==> src/rtl/edge_detect_pkg.sv <==
// edge_detect_pkg: shared definitions for the edge detector.
//   SYNC_MAX - deepest synchronizer chain the block accepts
//   edge_t   - bundle of the three edge strobes
//   decode() - turns (current, previous) levels into edge strobes
package edge_detect_pkg;

  localparam int SYNC_MAX = 4;

  typedef struct packed {
    logic pos;
    logic neg;
    logic any;
  } edge_t;

  function automatic edge_t decode(input logic cur, input logic prev);
    edge_t e;
    e.pos = cur & ~prev;
    e.neg = ~cur & prev;
    e.any = cur ^ prev;
    return e;
  endfunction

endpackage

==> src/rtl/edge_detect_sync.sv <==
// edge_detect_sync: N-stage reset-to-0 flop chain; wire pass-through when N = 0.
//   clk   - rising-edge clock
//   rst_n - asynchronous reset, active HIGH despite the name
//   d     - raw input
//   q     - synchronized output (d delayed by N clocks)
module edge_detect_sync #(
  parameter int N = 2
) (
  input  logic clk,
  input  logic rst_n,
  input  logic d,
  output logic q
);

  generate
    if (N == 0) begin : g_pass
      assign q = d;
    end else begin : g_chain
      logic [N-1:0] s;

      always_ff @(posedge clk or posedge rst_n) begin
        if (rst_n) begin
          s <= '0;
        end else begin
          s[0] <= d;
          for (int i = 1; i < N; i++) s[i] <= s[i-1];
        end
      end

      assign q = s[N-1];
    end
  endgenerate

endmodule

==> src/rtl/edge_detect.sv <==
// edge_detect: synchronizes a single-bit input and emits registered one-cycle
// strobes on its transitions.
//   clk       - rising-edge clock
//   rst_n     - asynchronous reset, active HIGH despite the name
//   data      - monitored signal (may be asynchronous when SYNC_STAGES >= 2)
//   pos_edge  - one-cycle pulse on a 0->1 transition of the synchronized data
//   neg_edge  - one-cycle pulse on a 1->0 transition
//   data_edge - one-cycle pulse on any transition
module edge_detect
  import edge_detect_pkg::*;
#(
  parameter int SYNC_STAGES = 2
) (
  input  logic clk,
  input  logic rst_n,
  input  logic data,
  output logic pos_edge,
  output logic neg_edge,
  output logic data_edge
);

  generate
    if (SYNC_STAGES < 0 || SYNC_STAGES > SYNC_MAX) begin : g_bad_param
      $error("edge_detect: SYNC_STAGES=%0d outside 0..%0d", SYNC_STAGES, SYNC_MAX);
    end
  endgenerate

  logic  cur;
  logic  prev;
  edge_t ev;

  edge_detect_sync #(.N(SYNC_STAGES)) u_sync (
    .clk  (clk),
    .rst_n(rst_n),
    .d    (data),
    .q    (cur)
  );

  // prev starts at 0, so a high level seen right after reset counts as a rise.
  always_ff @(posedge clk or posedge rst_n) begin
    if (rst_n) begin
      prev <= 1'b0;
      ev   <= '0;
    end else begin
      prev <= cur;
      ev   <= decode(cur, prev);
    end
  end

  assign pos_edge  = ev.pos;
  assign neg_edge  = ev.neg;
  assign data_edge = ev.any;

endmodule

==> config.mk <==
export PLATFORM = sky130hd
export DESIGN_NAME = edge_detect
export DESIGN_NICKNAME = d
export VERILOG_FILES = /design/src/rtl/edge_detect_pkg.sv /design/src/rtl/edge_detect_sync.sv /design/src/rtl/edge_detect.sv
export SDC_FILE = /design/constraint.sdc
export NUM_CORES = 1
export LEC_CHECK = 0
export CAP_MARGIN = 25
export CORE_AREA = 2 2 39 41
export DETAILED_ROUTE_END_ITERATION = 7
export DIE_AREA = 0 0 41 43
export GPL_ROUTABILITY_DRIVEN = 0
export HOLD_SLACK_MARGIN = 0.06
export PLACE_DENSITY_LB_ADDON = 0.3
export SETUP_SLACK_MARGIN = 0.5
export SYNTH_ARGS = -nofsm -noshare
export SYNTH_HDL_FRONTEND = slang
export SYNTH_SLANG_ARGS = --single-unit
==> constraint.sdc <==
create_clock -name clk -period 0.8 [get_ports clk]
set_input_delay 0.16 -clock clk [delete_from_list [all_inputs] [get_ports clk]]
set_output_delay 0.16 -clock clk [all_outputs]
set_load 0.01 [all_outputs]
==> results <==
[power groups by stage]
stage	combinational, mW	clock, mW	sequential (mW)
global placement	0.0489	0	0.332
floorplan	0.0119	0	0.338
CTS	0.0619	0.288	0.331
finish	0.0615	0.280	0.330
global route	0.0686	0.317	0.331
detailed placement	0.0511	0	0.334
[cell usage after synthesis]
cell type / n
sky130_fd_sc_hd__dfrtp_1: 6
sky130_fd_sc_hd__inv_1: 4
sky130_fd_sc_hd__ha_1: 2
[repair_timing]
| item | 4_1_cts | 5_1_grt |
|---|---|---|
| endpoints found under the setup margin | 15 | 8 |
| hold buffers | 0 | 0 |
| resized for setup | 22 | 0 |
| pin swaps | 1 | 1 |
| buffers inserted | 2 | 0 |
[cell families after synthesis]
logic type / synth area share [%]
fa+ha+maj: 13.16
buf+inv: 7.892
flops: 78.95
[flip-flops by register name (all words and copies together), names as in the netlist]
signal            cells
prev                  1
data_edge             1
u_sync.g_chain.s      2
pos_edge              1
neg_edge              1
[cell type report]
cell class	count	area share [%]
clock buffer	3	7.171
inverter	4	4.781
multi-input combinational	2	15.94
sequential	6	47.81
tap	16	6.375
timing repair buffer	7	17.93
[through the flow]
stage | worst slack, ns | cells | hold WS [ns]
floorplan | 0.02671 | 12 | -0.04904
global placement | -0.1820 | 33 | 0.3353
detailed placement | -0.1894 | 33 | 0.3464
CTS | -0.09698 | 38 | 0.09963
global route | -0.1233 | 38 | 0.1046
finish | -0.08941 | 38 | 0.1008
[how the worst min path moves through the flow]
| stage | cells after the start | slack [ns] | end | start |
|---|---|---|---|---|
| after CTS | 2 | 0.1 | u_sync.g_chain.s[0] | rst_n |
| after detailed placement | 0 | 0.35 | u_sync.g_chain.s[1] | u_sync.g_chain.s[0] |
| after floorplan | 1 | -0.05 | data_edge | rst_n |
| final | 2 | 0.10 | u_sync.g_chain.s[1] | rst_n |
| after global routing | 2 | 0.10 | u_sync.g_chain.s[0] | rst_n |
| after global placement | 0 | 0.34 | u_sync.g_chain.s[1] | u_sync.g_chain.s[0] |
[layer usage]
metal | vias to the layer above | wire length, um | track usage [%] | part of all wire [%]
met2 | 8 | 105 | 5.625 | 35
met4 | 0 | 22 | 8.000 | 7.3
li1 | 53 | - | - | -
met5 | - | 0 | 0 | 0
met1 | 51 | 122 | 4.620 | 40
met3 | 4 | 52 | 6.283 | 17
==> impl_metrics.xml <==
<?xml version="1.0" encoding="UTF-8"?>
<metrics>
  <group name="run_status">
    <metric name="outcome" unit="">finished, violations left</metric>
    <metric name="failing_checks" unit="">negative setup slack</metric>
  </group>
  <group name="detailed_routing">
    <metric name="vias_per_cell" unit="">3.053</metric>
    <metric name="drcViolationCount" unit="">0</metric>
    <metric name="routed-via-count" unit="">116</metric>
    <metric name="wire_per_inst" unit="um">7.947</metric>
    <metric name="dr.pass1.iters" unit="">1</metric>
    <metric name="ant_nets" unit="">0</metric>
    <metric name="detail_route.iter0.violations" unit="">0</metric>
    <metric name="totalWireLength" unit="um">302</metric>
  </group>
  <group name="cells_and_area">
    <metric name="final_cell_mix" unit="">sky130_fd_sc_hd__dfrtp_1, sky130_fd_sc_hd__inv_2, sky130_fd_sc_hd__clkbuf_4, sky130_fd_sc_hd__buf_2</metric>
    <metric name="finished_cell_area" unit="um2">314.1</metric>
    <metric name="post-route-util" unit="%">22.69</metric>
    <metric name="layout.cells.most_common" unit="">sky130_fd_sc_hd__dfrtp_1</metric>
    <metric name="area_delta_synth_final" unit="%">65.13</metric>
    <metric name="finalNetCount" unit="">29</metric>
    <metric name="multi_input_area" unit="um2">50.05</metric>
    <metric name="fillCellCount" unit="">141</metric>
    <metric name="final-seq-area" unit="um2">150.1</metric>
    <metric name="count_of_antenna_diodes_in_the_layout" unit="">0</metric>
    <metric name="final_layout_size_suffix_gt1_share" unit="%">59.09</metric>
  </group>
  <group name="timing">
    <metric name="final_min_period_over_clock_period" unit="%">111.2</metric>
    <metric name="grt_setup_unrepaired" unit="">yes</metric>
    <metric name="hold_violations" unit="">0</metric>
    <metric name="final-max-slew-violation-count" unit="">0</metric>
    <metric name="postLayoutSetupSlackWorst" unit="ns">-0.08941</metric>
    <metric name="worst_slew_pin_slew" unit="ns">0.1340</metric>
    <metric name="report.final.setup_viol" unit="">4</metric>
    <metric name="post_route_setup_tns" unit="ns">-0.2675</metric>
    <metric name="finalClockSkew" unit="ns">0.002565</metric>
    <metric name="timing.final.crit_period" unit="ns">0.8894</metric>
    <metric name="fmax" unit="MHz">1124</metric>
    <metric name="maxSlewHeadroom" unit="%">91.07</metric>
  </group>
  <group name="synthesis">
    <metric name="synthesis.area" unit="um2">190.2</metric>
    <metric name="synth.area.top_cells" unit="">sky130_fd_sc_hd__dfrtp_1, sky130_fd_sc_hd__ha_1, sky130_fd_sc_hd__inv_1</metric>
    <metric name="synth_area_leader_cell" unit="">sky130_fd_sc_hd__dfrtp_1</metric>
    <metric name="synth.distinct_cells" unit="">3</metric>
    <metric name="postSynthRegisterBits" unit="">6</metric>
    <metric name="area_fraction_of_the_dominant_cell_type_after_synthesis" unit="%">78.95</metric>
    <metric name="synth_warnings" unit="">0</metric>
    <metric name="ys_seq_area_share" unit="%">78.95</metric>
    <metric name="post_synth_inst_count" unit="">12</metric>
    <metric name="post_synth.cell_area_avg" unit="um2">15.85</metric>
    <metric name="post_synthesis_net_count" unit="">17</metric>
  </group>
  <group name="worst_setup_path">
    <metric name="max_stage_delay" unit="ns">0.35</metric>
    <metric name="crit_path_max_fanout" unit="">1</metric>
    <metric name="critical_path_arrival" unit="ns">0.73</metric>
    <metric name="critPathLaunchType" unit="">flip-flop</metric>
    <metric name="endpoint" unit="">data_edge</metric>
    <metric name="end_kind" unit="">output port</metric>
    <metric name="cp_num_cells" unit="">1</metric>
    <metric name="crit_path_start" unit="">data_edge</metric>
    <metric name="cp_num_buf_inv" unit="">1</metric>
    <metric name="reg2reg_to" unit="">data_edge</metric>
    <metric name="crit_family" unit="">flip-flops</metric>
    <metric name="cp_cell_sequence" unit="">buf_2</metric>
    <metric name="reg2reg_slack" unit="ns">-0.02</metric>
    <metric name="reg2reg_from" unit="">u_sync.g_chain.s[1]</metric>
    <metric name="critPathKind" unit="">reg2out</metric>
    <metric name="crit_path_top_delay_cell" unit="">sky130_fd_sc_hd__dfrtp_1</metric>
    <metric name="timing.critical_path.required" unit="ns">0.64</metric>
    <metric name="r2r_cells" unit="">3</metric>
  </group>
  <group name="place">
    <metric name="placement.io_buffers" unit="">5</metric>
    <metric name="postPlaceCellArea" unit="um2">260.3</metric>
  </group>
  <group name="grt">
    <metric name="antenna_found_initial" unit="">0</metric>
    <metric name="groute.usage.overall" unit="%">5.668</metric>
    <metric name="grt_max_degree" unit="">7</metric>
    <metric name="globalRoute.totalOverflow" unit="">0</metric>
    <metric name="grt_pass1_vias" unit="">131</metric>
    <metric name="global_route_wire_length_before_repair" unit="um">517</metric>
  </group>
  <group name="floorplan">
    <metric name="number_of_top_level_design_ports" unit="">6</metric>
    <metric name="design.die.area" unit="um2">1763</metric>
    <metric name="floorplan.initialDensity" unit="%">13.74</metric>
    <metric name="num_rows" unit="">14</metric>
    <metric name="die-width" unit="um">41</metric>
    <metric name="placeableCoreArea" unit="um2">1384</metric>
    <metric name="die_height" unit="um">43</metric>
  </group>
  <group name="power">
    <metric name="combPwrFrac" unit="%">9.2</metric>
    <metric name="switchingPower" unit="mW">0.1468</metric>
    <metric name="power_frac_clock" unit="%">41.7</metric>
    <metric name="power.share.switching" unit="%">21.86</metric>
    <metric name="pwr_density_cell" unit="nW/um2">2138</metric>
    <metric name="power_frac_seq" unit="%">49.2</metric>
    <metric name="peak_vdd_ir" unit="mV">0.8833</metric>
    <metric name="p_int" unit="mW">0.5247</metric>
    <metric name="power.static_leakage" unit="nW">0.1547</metric>
    <metric name="total_power" unit="mW">0.6715</metric>
  </group>
  <group name="clock_network">
    <metric name="max-clock-path-buffers" unit="">2</metric>
    <metric name="worstSkewPairLatency" unit="ns">0.24</metric>
    <metric name="clk_pin_slew" unit="ns">0.05</metric>
    <metric name="cts_inserted_buffers" unit="">3</metric>
    <metric name="root_buffer_selected_by_cts" unit="">sky130_fd_sc_hd__clkbuf_4</metric>
    <metric name="cts-htree-levels" unit="">1</metric>
    <metric name="clkSinkCount" unit="">6</metric>
    <metric name="cts_tree" unit="">done</metric>
  </group>
  <group name="min_path">
    <metric name="hold_class" unit="">in2async</metric>
  </group>
  <group name="job">
    <metric name="drv_cap" unit="">0</metric>
  </group>
</metrics>
Note: power is estimated with default switching activity, not from simulation.
